### config.mk
export PLATFORM = sky130hd
export DESIGN_NAME = fft_agu
export DESIGN_NICKNAME = d
export VERILOG_FILES = /design/src/rtl/fft_agu.sv
export SDC_FILE = /design/constraint.sdc
export NUM_CORES = 1
export LEC_CHECK = 0
export BUFFER_PORTS_ARGS = -buffer_cell sky130_fd_sc_hd__buf_2
export CAP_MARGIN = 30
export CORE_MARGIN = 2
export CORE_UTILIZATION = 50
export DETAILED_ROUTE_END_ITERATION = 16
export PLACE_DENSITY = 0.75
export SLEW_MARGIN = 20
export SYNTH_ARGS = -nofsm -noshare
export SYNTH_HDL_FRONTEND = slang
export SYNTH_SLANG_ARGS = --single-unit
export TNS_END_PERCENT = 100
### constraint.sdc
create_clock -name clk -period 2 [get_ports clk]
set_input_delay 0.2 -clock clk [delete_from_list [all_inputs] [get_ports clk]]
set_output_delay 0.2 -clock clk [all_outputs]
set_load 0.005 [all_outputs]
### src/rtl/fft_agu.sv
// Address generation unit for an in-place radix-2 decimation-in-time FFT.
// Issues N/2 butterfly operand reads per stage, then drains the butterfly
// pipeline for BF_LAT cycles so a stage's final write lands before the next
// stage's first read. Write addresses come from a shift register copy of the
// read addresses rather than being recomputed.
//
// state | meaning
// ------+----------------------------------------------------------
// IDLE  | waiting for start; all outputs low
// ISSUE | one butterfly read per cycle, j = 0..N/2-1 of stage s
// DRAIN | BF_LAT cycles with no reads while the pipeline empties
// DONE  | one-cycle done pulse, busy low, then back to IDLE
module fft_agu #(
    parameter int N_LOG2 = 5,
    parameter int BF_LAT = 3
) (
    input  logic              clk,
    input  logic              n_rst,
    input  logic              start,
    output logic              rd_en,
    output logic [N_LOG2-1:0] rd_addr_a,
    output logic [N_LOG2-1:0] rd_addr_b,
    output logic [N_LOG2-2:0] tw_idx,
    output logic              wr_en,
    output logic [N_LOG2-1:0] wr_addr_a,
    output logic [N_LOG2-1:0] wr_addr_b,
    output logic [2:0]        stage_idx,
    output logic              stage_done,
    output logic              busy,
    output logic              done
);

    localparam int AW = N_LOG2;
    localparam int JW = N_LOG2 - 1;
    localparam logic [JW-1:0] LAST_J     = '1;
    localparam logic [2:0]    LAST_S     = 3'(N_LOG2 - 1);
    localparam logic [2:0]    JW3        = 3'(JW);
    localparam logic [3:0]    DRAIN_INIT = 4'(BF_LAT - 1);

    typedef enum logic [1:0] {
        IDLE  = 2'd0,
        ISSUE = 2'd1,
        DRAIN = 2'd2,
        DONE  = 2'd3
    } state_t;

    state_t        state, state_nxt;
    logic [JW-1:0] j, j_nxt;
    logic [2:0]    s, s_nxt;
    logic [3:0]    drain_cnt, drain_cnt_nxt;

    logic          issue;
    logic          last_issue;
    logic [AW-1:0] j_ext;
    logic [AW-1:0] span;
    logic [AW-1:0] low_mask;
    logic [AW-1:0] pos;
    logic [AW-1:0] addr_a_raw;
    logic [JW-1:0] tw_raw;

    logic          dl_en   [BF_LAT];
    logic          dl_last [BF_LAT];
    logic [AW-1:0] dl_a    [BF_LAT];
    logic [AW-1:0] dl_b    [BF_LAT];

    // State, butterfly index, stage index and drain timer registers.
    always_ff @(posedge clk or posedge n_rst) begin
        if (n_rst) begin
            state     <= IDLE;
            j         <= '0;
            s         <= '0;
            drain_cnt <= '0;
        end else begin
            state     <= state_nxt;
            j         <= j_nxt;
            s         <= s_nxt;
            drain_cnt <= drain_cnt_nxt;
        end
    end

    // Next-state logic: walk j through a stage, drain, then advance s or finish.
    always_comb begin
        state_nxt     = state;
        j_nxt         = j;
        s_nxt         = s;
        drain_cnt_nxt = drain_cnt;
        case (state)
            IDLE: begin
                if (start) begin
                    state_nxt = ISSUE;
                    j_nxt     = '0;
                    s_nxt     = '0;
                end
            end
            ISSUE: begin
                if (j == LAST_J) begin
                    state_nxt     = DRAIN;
                    drain_cnt_nxt = DRAIN_INIT;
                end else begin
                    j_nxt = j + JW'(1);
                end
            end
            DRAIN: begin
                if (drain_cnt == 4'd0) begin
                    if (s == LAST_S) begin
                        state_nxt = DONE;
                    end else begin
                        state_nxt = ISSUE;
                        s_nxt     = s + 3'd1;
                        j_nxt     = '0;
                    end
                end else begin
                    drain_cnt_nxt = drain_cnt - 4'd1;
                end
            end
            DONE: begin
                state_nxt = IDLE;
                s_nxt     = '0;
                j_nxt     = '0;
            end
            default: begin
                state_nxt = IDLE;
            end
        endcase
    end

    // Operand addresses: insert a zero at bit s of j for the upper operand,
    // the lower operand sets that bit; twiddle is pos scaled to the ROM range.
    always_comb begin
        j_ext      = {1'b0, j};
        span       = AW'(1) << s;
        low_mask   = span - AW'(1);
        pos        = j_ext & low_mask;
        addr_a_raw = ((j_ext & ~low_mask) << 1) | pos;
        tw_raw     = JW'(pos) << (JW3 - s);
    end

    assign issue      = (state == ISSUE);
    assign last_issue = issue && (j == LAST_J);

    assign rd_en     = issue;
    assign rd_addr_a = issue ? addr_a_raw : '0;
    assign rd_addr_b = issue ? (addr_a_raw | span) : '0;
    assign tw_idx    = issue ? tw_raw : '0;

    // Read-to-write delay line; the last-butterfly flag rides along so the
    // stage_done pulse lines up with the final write of each stage.
    always_ff @(posedge clk or posedge n_rst) begin
        if (n_rst) begin
            for (int i = 0; i < BF_LAT; i++) begin
                dl_en[i]   <= 1'b0;
                dl_last[i] <= 1'b0;
                dl_a[i]    <= '0;
                dl_b[i]    <= '0;
            end
        end else begin
            dl_en[0]   <= issue;
            dl_last[0] <= last_issue;
            dl_a[0]    <= rd_addr_a;
            dl_b[0]    <= rd_addr_b;
            for (int i = 1; i < BF_LAT; i++) begin
                dl_en[i]   <= dl_en[i-1];
                dl_last[i] <= dl_last[i-1];
                dl_a[i]    <= dl_a[i-1];
                dl_b[i]    <= dl_b[i-1];
            end
        end
    end

    assign wr_en      = dl_en[BF_LAT-1];
    assign wr_addr_a  = dl_a[BF_LAT-1];
    assign wr_addr_b  = dl_b[BF_LAT-1];
    assign stage_done = dl_en[BF_LAT-1] & dl_last[BF_LAT-1];

    assign stage_idx = s;
    assign busy      = (state == ISSUE) || (state == DRAIN);
    assign done      = (state == DONE);

endmodule

==> results_dict.tcl, run 1 <==
set metrics [dict create \
    gp_congestion 0.8100 \
    first_pass_iters 4 \
    hold_buffers 0 \
    seq_area_frac_synth 0.5610 \
    period_needed_ns 2.333 \
    cts_tree "built" \
    post-route-period-util 1.167 \
    drv_cap 0 \
    cts_buffer_depth 2 \
    worstPathCellList "inv_4 > ha_4 > ha_4 > or3_4 > a32oi_4 > nand2b_4 > a21boi_2 > buf_2" \
    grt-ovfl-total 0 \
    regToRegEndpoint "j[2]" \
    crit_fanout 4 \
    rsz0062_at_grt "true" \
    antenna_found_initial 0 \
    cp-start-kind "register" \
    irDropWorstVdd_mv 0.7235 \
    power.density_mw_per_mm2 1433 \
    ys.warnings.count 0 \
    clkSinkCount 49 \
    fmax_ghz 0.4286 \
    yosys.area_share.adder 0.08586 \
    grt_max_degree 50 \
    nets 269 \
    whs_ns 0.02889 \
    via_per_inst 5.398 \
    synthMuxAreaShare 0.004579 \
    violations "negative setup slack" \
    synth_compound_area_frac 0.1523 \
    clkTransAtPathRegs_ns 0.10 \
    crit_path_top_delay_cell "dfrtp_2" \
    synthCells 192 \
    htreeDepth 2 \
    n_fill_cell 305 \
    die_w_um 70.12 \
    grt_pass1_vias 1596 \
    yosys.area_share.xor_xnor 0.008014 \
    drive_above_1_share 0.4722 \
    finalHoldViolations 0 \
    clockRootBuffer "clkbuf_8" \
    wirelength_um 4901 \
    finalSetupViolCount 12 \
    power.total_w 0.004240 \
    syn2layout_area_growth_pct 35.38 \
    core_mm2 0.004294 \
    worstPathRequired_ns 1.80 \
    first_iter_violations 119 \
    dpl_cell_area_mm2 0.002520 \
    clk_latency_ns 0.31 \
    synth_top_family_by_area "compound AO/OA/AOI/OAI gates" \
    design.die.area_mm2 0.004917 \
    slowest_delay_ns 0.41 \
    endpoint_kind "primary output" \
    worst-slew-pin-transition_ns 0.5832 \
    portBuffers 34 \
    die_y_um 70.12 \
    p_leak_nw 1.479 \
    timing.final.ws_setup_ns -0.3334 \
    cp.arrival_ns 2.13 \
    numCtsBuffers 5 \
    drc 0 \
    max-slew-margin-rel 0.6112 \
    grt_pass1_wl_um 7679 \
    syn_area_per_cell_um2 11.38 \
    async_reset_ff_frac 1.000 \
    path_class "register to primary output" \
    cpMostUsedCell "ha_4" \
    antenna_left 0 \
    grt_usage 0.2051 \
    start_util 0.5090 \
    netlist_area_mm2 0.002186 \
    synth_seq_cells 49 \
    hp-class "input pin to async pin" \
    reg2reg_depth 7 \
    fin_area_mm2 0.002959 \
    outcome "finished with violations" \
    dp_hpwl_um 2995 \
    ys.flop_type "dfrtp_1" \
    synth.distinct_cells 39 \
    ios 35 \
    r2r_start "drain_cnt[0]" \
    synth_fp_nets 210 \
    clock_skew_ns 0.01329 \
    synth_edf_count 0 \
    yosys.area_share.simple 0.1196 \
    slew_violations 0 \
    antenna_cells 0 \
    wire_per_inst_um 16.12 \
    row_count 24 \
    via_count 1641 \
    r2r_slack_ns 0.08 \
]
[cell type report]
class / count / area [um2] / share of cell area
flip-flops and latches: 49 / 1227 / 0.4148
inverters: 12 / 47.55 / 0.01607
clock buffers: 6 / 82.58 / 0.02791
multi-input cells: 115 / 1055 / 0.3564
repair buffers: 68 / 444.2 / 0.1501
clock inverters: 2 / 37.54 / 0.01268
well taps: 52 / 65.06 / 0.02199
[cell usage after synthesis (2+ instances only)]
library cell / n / area share
and2_1: 4 / 0.011
o21ai_0: 4 / 0.0092
buf_4: 10 / 0.034
clkbuf_1: 5 / 0.0086
or3_1: 2 / 0.0057
dfrtp_1: 49 / 0.56
nor3_1: 4 / 0.0092
a21oi_1: 14 / 0.032
and3_1: 3 / 0.0086
o22ai_1: 2 / 0.0057
inv_1: 12 / 0.021
nand2_1: 9 / 0.015
nor2b_1: 6 / 0.017
nand3_1: 6 / 0.014
a31oi_1: 7 / 0.020
ha_1: 15 / 0.086
o21a_1: 2 / 0.0069
a22o_1: 5 / 0.020
a21boi_0: 4 / 0.014
nand2b_1: 5 / 0.014
nor2_1: 6 / 0.010
[critical path: cells and delay by family (launching register included)]
kind                     cells  cell delay [ns]
AND/OR/NAND/NOR              2             0.53
flip-flops                   1             0.41
AO/OA/AOI/OAI                2             0.36
adder cells (fa/ha/maj)      2             0.33
buffers and inverters        2             0.18
[cell usage in the layout, fill, tap and decap left out, drive strengths merged, types with 2 or more instances in the layout]
cell / instances
a21boi: 4
a21oi: 15
a22o: 5
a31oi: 7
and2: 4
and3: 3
buf: 68
clkbuf: 6
dfrtp: 49
ha: 15
inv: 12
nand2: 9
nand2b: 5
nand3: 6
nor2: 6
nor2b: 6
nor3: 4
o21a: 2
o21ai: 4
o22ai: 2
or3: 2
[report_power, final]
part / switching [W] / leakage, nW / total [W] / internal (W)
clock: 0.000337 / 0.0574 / 0.000744 / 0.000407
combinational: 0.00104 / 0.763 / 0.00212 / 0.00108
sequential: 0.000161 / 0.658 / 0.00138 / 0.00122
total: 0.00154 / 1.48 / 0.00424 / 0.00270
[how the worst max path moves through the flow]
stage                             from           end  slack [ns]
after floorplan           stage_idx[0]     tw_idx[3]       0.004
after global placement    stage_idx[0]  rd_addr_b[3]       -0.06
after detailed placement  stage_idx[0]  rd_addr_b[4]       -0.12
after CTS                 stage_idx[1]  rd_addr_b[4]       -0.32
after global routing      stage_idx[0]  rd_addr_b[3]       -0.39
final                     stage_idx[0]  rd_addr_b[3]       -0.33
[stage by stage]
step	std cells	setup TNS, ns	util	setup WS, ns
after floorplan	192	0	-	0.004111
after global placement	288	-0.2787	0.5868	-0.05636
after detailed placement	288	-0.6055	0.5868	-0.1181
after CTS	303	-1.852	0.6614	-0.3164
after global routing	304	-3.562	0.6891	-0.3905
final	304	-2.711	0.6891	-0.3334
[layer usage]
layer | GRT usage | vias to the layer above | routed length, um
li1 | - | 781 | -
met5 | 0 | - | 0
met3 | 0.04185 | 6 | 199
met2 | 0.3407 | 43 | 2569
met4 | 0.09615 | 0 | 102
met1 | 0.2572 | 811 | 2029
[cells by family (layout without fill, tap and decap cells)]
kind of cell	after synthesis	count (layout)
compound gates	48	48
xor+xnor	2	2
fa+ha+maj	15	15
buf+inv	28	88
flops	49	49
mux	1	1
simple gates	49	49
[repair_timing]
item	in CTS	in global routing
setup endpoints to repair	12	17
gates resized for setup	31	25
pin swaps	7	7
setup buffers	7	4
[state kept, by name (all words and copies together) (netlist names)]
name,cells
wr_addr_a,5
stage_idx,3
dl_en,2
state,2
dl_last,3
wr_addr_b,5
j,4
drain_cnt,4
dl_a,10
dl_b,10
wr_en,1
(Power assumes the default switching activity.)
==> run 2: changes to the inputs <==
- CORE_MARGIN: 2 -> not set
- PLACE_DENSITY: 0.75 -> 0.79
- RECOVER_POWER: not set -> 100
==> run 2 against run 1 <==
Effect of this change:
- the run still ends with negative setup slack left
- critical endpoint is now rd_addr_a[3]
- clock power is 6.5% lower
- first-iteration DRC count grew 16%
- worst hold slack better by 0.32 ns
- worst setup slack better by 0.019 ns
- wire length is 9.5% higher
==> results_dict.tcl, run 2 (same netlist as run 1, synthesis figures left out) <==
set metrics [dict create \
    via_count 1734 \
    grt-ovfl-total 0 \
    drc 0 \
    timing.final.ws_setup_ns -0.3145 \
    endpoint_kind "primary output" \
    regToRegEndpoint "dl_b[12]" \
    fmax_ghz 0.4321 \
    power.density_mw_per_mm2 1429 \
    r2r_start "stage_idx[1]" \
    violations "negative setup slack" \
    crit_path_top_delay_cell "dfrtp_2" \
    portBuffers 34 \
    slew_violations 0 \
    clk_latency_ns 0.30 \
    drv_cap 0 \
    via_per_inst 5.685 \
    nets 272 \
    row_count 23 \
    period_needed_ns 2.315 \
    min_to "dl_b[9]" \
    grt_pass1_vias 1572 \
    cp-start-kind "register" \
    dpl_cell_area_mm2 0.002510 \
    cp.arrival_ns 2.11 \
    grt_pass1_wl_um 7555 \
    hp-class "register to register" \
    post-route-period-util 1.157 \
    worstPathCellList "buf_6 > ha_4 > or3_4 > a32oi_4 > nand2b_4 > a21boi_2 > buf_2" \
    antenna_found_initial 0 \
    antenna_left 0 \
    r2r_slack_ns -0.14 \
    core_mm2 0.004086 \
    cts_tree "built" \
    irDropWorstVdd_mv 0.7014 \
    p_leak_nw 1.434 \
    clock_skew_ns 0.01263 \
    antenna_cells 0 \
    numCtsBuffers 5 \
    gp_congestion 0.7983 \
    start_util 0.5349 \
    first_iter_violations 138 \
    final_cell_mix "dfrtp_1, buf_4, buf_2, clkbuf_1, a21oi_1" \
    dp_hpwl_um 2907 \
    reg2reg_depth 12 \
    fin_area_mm2 0.002919 \
    hold_depth 0 \
    die_w_um 68.12 \
    rsz0062_at_grt "true" \
    wirelength_um 5365 \
    die_y_um 68.12 \
    largestRegisters "dl_a x10, dl_b x10" \
    crit_fanout 4 \
    syn2layout_area_growth_pct 33.54 \
    worstPathRequired_ns 1.80 \
    ios 35 \
    hold_start "dl_b[14]" \
    clockRootBuffer "clkbuf_8" \
    clkSinkCount 49 \
    first_pass_iters 4 \
    layout_commonest_cell "dfrtp_1" \
    grt_max_degree 27 \
    clkTransAtPathRegs_ns 0.09 \
    outcome "finished with violations" \
    worst-slew-pin-transition_ns 0.9475 \
    whs_ns 0.3473 \
    cts_buffer_depth 2 \
    n_fill_cell 270 \
    drive_above_1_share 0.4078 \
    slowest_delay_ns 0.44 \
    design.die.area_mm2 0.004640 \
    wire_per_inst_um 17.59 \
    path_class "register to primary output" \
    grt_usage 0.2214 \
    finalSetupViolCount 12 \
    finalHoldViolations 0 \
    max-slew-margin-rel 0.3677 \
    htreeDepth 2 \
]
[run 2: how the worst max path moves through the flow]
stage	start	endpoint	slack, ns	cells past startpoint
3_3_place_gp	stage_idx[0]	rd_addr_b[4]	-0.05	8
6_report	stage_idx[0]	rd_addr_a[3]	-0.31	7
5_1_grt	stage_idx[0]	rd_addr_b[4]	-0.38	7
4_1_cts	stage_idx[0]	rd_addr_b[4]	-0.30	8
3_5_place_dp	stage_idx[0]	rd_addr_a[3]	-0.09	8
2_1_floorplan	stage_idx[0]	tw_idx[3]	0.004	9
[run 2: where the power goes]
| part | switching [W] | internal (W) | total (W) |
|---|---|---|---|
| combinational | 0.00107 | 0.00103 | 0.00210 |
| sequential | 0.000163 | 0.00122 | 0.00138 |
| clock | 0.000320 | 0.000376 | 0.000696 |
[run 2: area by class of cell]
class | instances | area (um2) | area share
clock buffers | 6 | 72.57 | 0.02486
repair buffers | 71 | 444.2 | 0.1522
inverters | 12 | 47.55 | 0.01629
multi-input cells | 115 | 1026 | 0.3515
clock inverters | 2 | 38.79 | 0.01329
flip-flops and latches | 49 | 1227 | 0.4205
well taps | 50 | 62.56 | 0.02143
[run 2: repair_timing]
item | 4_1_cts | 5_1_grt
endpoints found under the setup margin | 12 | 17
setup buffers | 7 | 5
hold buffers | 1 | 0
resized for setup | 27 | 23
pin swaps | 6 | 11
endpoints found under the hold margin | 24 | 0
[run 2: worst max-delay path, delay by kind of cell (launching register included)]
family,cells,cell delay (ns)
AND/OR/NAND/NOR,2,0.59
flip-flops,1,0.44
AO/OA/AOI/OAI,2,0.36
buffers and inverters,2,0.27
adder cells (fa/ha/maj),1,0.16
[run 2: metrics by stage]
stage,setup TNS [ns],setup WS (ns),cells,total power (W),util
4_1_cts,-2.027,-0.2970,301,0.003922,0.6898
5_1_grt,-3.683,-0.3811,305,0.004409,0.7143
2_1_floorplan,0,0.004111,192,0.002358,-
3_3_place_gp,-0.2015,-0.05006,285,0.002906,0.6142
3_5_place_dp,-0.3250,-0.09084,285,0.002953,0.6142
6_report,-2.842,-0.3145,305,0.004172,0.7143
[run 2: routing by layer]
metal,share of wire,vias to the layer above,GRT usage
li1,-,783,-
met1,0.40,843,0.2932
met2,0.49,86,0.3419
met3,0.064,22,0.05000
met4,0.048,0,0.1042
met5,0,-,0
==> run 3: changes to the inputs <==
- CORE_ASPECT_RATIO: not set -> 0.6
- CORE_MARGIN: not set -> 2
==> run 3 against run 2 <==
Effect of this change:
- the run still ends with negative setup slack left
- non-clock buffer count fell by 6
- critical path depth increased by 4
- via count decreased by 1.7%
- wire length down 2.3%
- highest routed layer unchanged
- flip-flop and latch count unchanged
- cell count up 1.3%
- total power down 0.39%
- combinational power decreased by 2%
- worst hold slack better by 0.0074 ns
- largest power group unchanged
- cell area shrank 0.43%
- critical endpoint is now tw_idx[3]
==> results_dict.tcl, run 3 (same netlist as run 1, synthesis figures left out) <==
set metrics [dict create \
    outcome "finished with violations" \
    violations "negative setup slack" \
    largestRegisters "dl_a x10, dl_b x10" \
    fin_area_mm2 0.002907 \
    final_cell_mix "dfrtp_1, buf_2, buf_4, inv_1, a21oi_1" \
    drv_cap 0 \
    clockRootBuffer "clkbuf_8" \
    via_count 1704 \
    first_iter_violations 89 \
    fin_tns_setup_ns -3.415 \
    endpoint_kind "primary output" \
    start_util 0.5275 \
    wirelength_um 5241 \
    grt_pass1_wl_um 7672 \
    layout_commonest_cell "dfrtp_1" \
    clock_skew_ns 0.007239 \
    portBuffers 34 \
    power.density_mw_per_mm2 1430 \
    n_fill_cell 323 \
    crit_fanout 4 \
    first_pass_iters 4 \
    dp_hpwl_um 3131 \
    cp-start-kind "register" \
    worstPathRequired_ns 1.80 \
    grt-ovfl-total 0 \
    nets 266 \
    cts_tree "built" \
    post-place-cells 291 \
    die_y_um 55.22 \
    antenna_cells 0 \
    fmax_ghz 0.4244 \
    slew_violations 0 \
    period_needed_ns 2.356 \
    die_w_um 89.36 \
    syn2layout_area_growth_pct 32.97 \
    max-slew-margin-rel 0.4819 \
    gp_congestion 0.8481 \
    instances_no_fill 309 \
    antenna_found_initial 0 \
    ios 35 \
    wire_per_inst_um 16.96 \
    worst-slew-pin-transition_ns 0.7762 \
    timing.final.ws_setup_ns -0.3561 \
    via_per_inst 5.515 \
    irDropWorstVdd_mv 0.7814 \
    finalSetupViolCount 13 \
    drc 0 \
    core_mm2 0.004144 \
    finalHoldViolations 0 \
    clkTransAtPathRegs_ns 0.09 \
    p_leak_nw 1.416 \
    grt_pass1_vias 1546 \
    drive_above_1_share 0.4137 \
    design.die.area_mm2 0.004934 \
    grt_usage 0.2076 \
    hp-class "register to register" \
    antenna_left 0 \
    dpl_cell_area_mm2 0.002505 \
    clk_latency_ns 0.30 \
    cp.arrival_ns 2.16 \
    clkSinkCount 49 \
    htreeDepth 2 \
    grt_max_degree 30 \
    path_class "register to primary output" \
    cts_buffer_depth 2 \
    row_count 18 \
    rsz0062_at_grt "true" \
    post-route-period-util 1.178 \
    power.total_w 0.004155 \
    numCtsBuffers 5 \
]
==> run 3: cell count changes in the layout (fill, tap and decap cells not counted), moves of 2 or more <==
cell and delta:
clkbuf_1 -4, buf_2 +3, a21oi_1 -2, buf_4 -4, nand2b_1 +2, a21oi_4 +2
clkbuf_2 -2
==> run 3: path summary, 6_finish.rpt <==
path,slack [ns],startpoint,to,cells past startpoint
setup / recovery,-0.36,stage_idx[1],tw_idx[3],11
hold / removal,0.35,dl_b[7],wr_addr_b[2],0
setup reg to reg,-0.06,stage_idx[0],dl_a[13],9
hold reg to reg,0.35,dl_b[7],wr_addr_b[2],0
max in group asynchronous,0.27,n_rst,stage_idx[0],4
min in group asynchronous,0.59,n_rst,wr_addr_b[0],3
==> run 3: per-stage QoR <==
| step | setup WS [ns] | util | hold slack, ns |
|---|---|---|---|
| final | -0.3561 | 0.7014 | 0.3546 |
| after global routing | -0.4507 | 0.7014 | 0.3644 |
| after CTS | -0.3167 | 0.6700 | 0.3545 |
| after detailed placement | -0.1685 | 0.6045 | 0.2420 |
| after global placement | -0.09129 | 0.6045 | 0.2367 |
| after floorplan | 0.004111 | - | 0.3312 |
==> run 3: worst max-delay path, cell delays in order (launching register included) <==
cell and delay (ns):
dfrtp_1 0.39, inv_2 0.11, ha_4 0.16, ha_4 0.15, buf_6 0.09, inv_2 0.03
ha_4 0.22, nor2b_4 0.17, mux2i_2 0.12, a21o_1 0.21, a21oi_2 0.10, buf_2 0.12
==> run 3: final cells by class <==
type	count	area, um2	area share
Clock buffer	5	68.82	0.02368
Clock inverter	3	43.79	0.01507
Inverter	12	47.55	0.01636
Multi-Input combinational cell	115	1036	0.3564
Sequential cell	49	1227	0.4223
Tap cell	60	75.07	0.02583
Timing Repair Buffer	65	407.9	0.1403
==> run 3: what timing repair did <==
action                     CTS  global route
setup endpoints to repair   12            20
setup buffers                2             9
resized for setup           26            26
pin swaps                    5             8
hold endpoints to repair    20             0
hold buffers                 1             0
==> run 3: report_power, final <==
part / leakage, nW / total (W) / switching (W) / internal (W)
Sequential: 0.658 / 0.00139 / 0.000171 / 0.00122
Combinational: 0.700 / 0.00206 / 0.00106 / 0.000995
Clock: 0.0585 / 0.000713 / 0.000338 / 0.000375
==> run 3: metal layers <==
metal | track usage | share of wire
met5 | 0 | 0
met4 | 0.07463 | 0.031
met3 | 0.05082 | 0.059
met2 | 0.3122 | 0.49
met1 | 0.2923 | 0.42
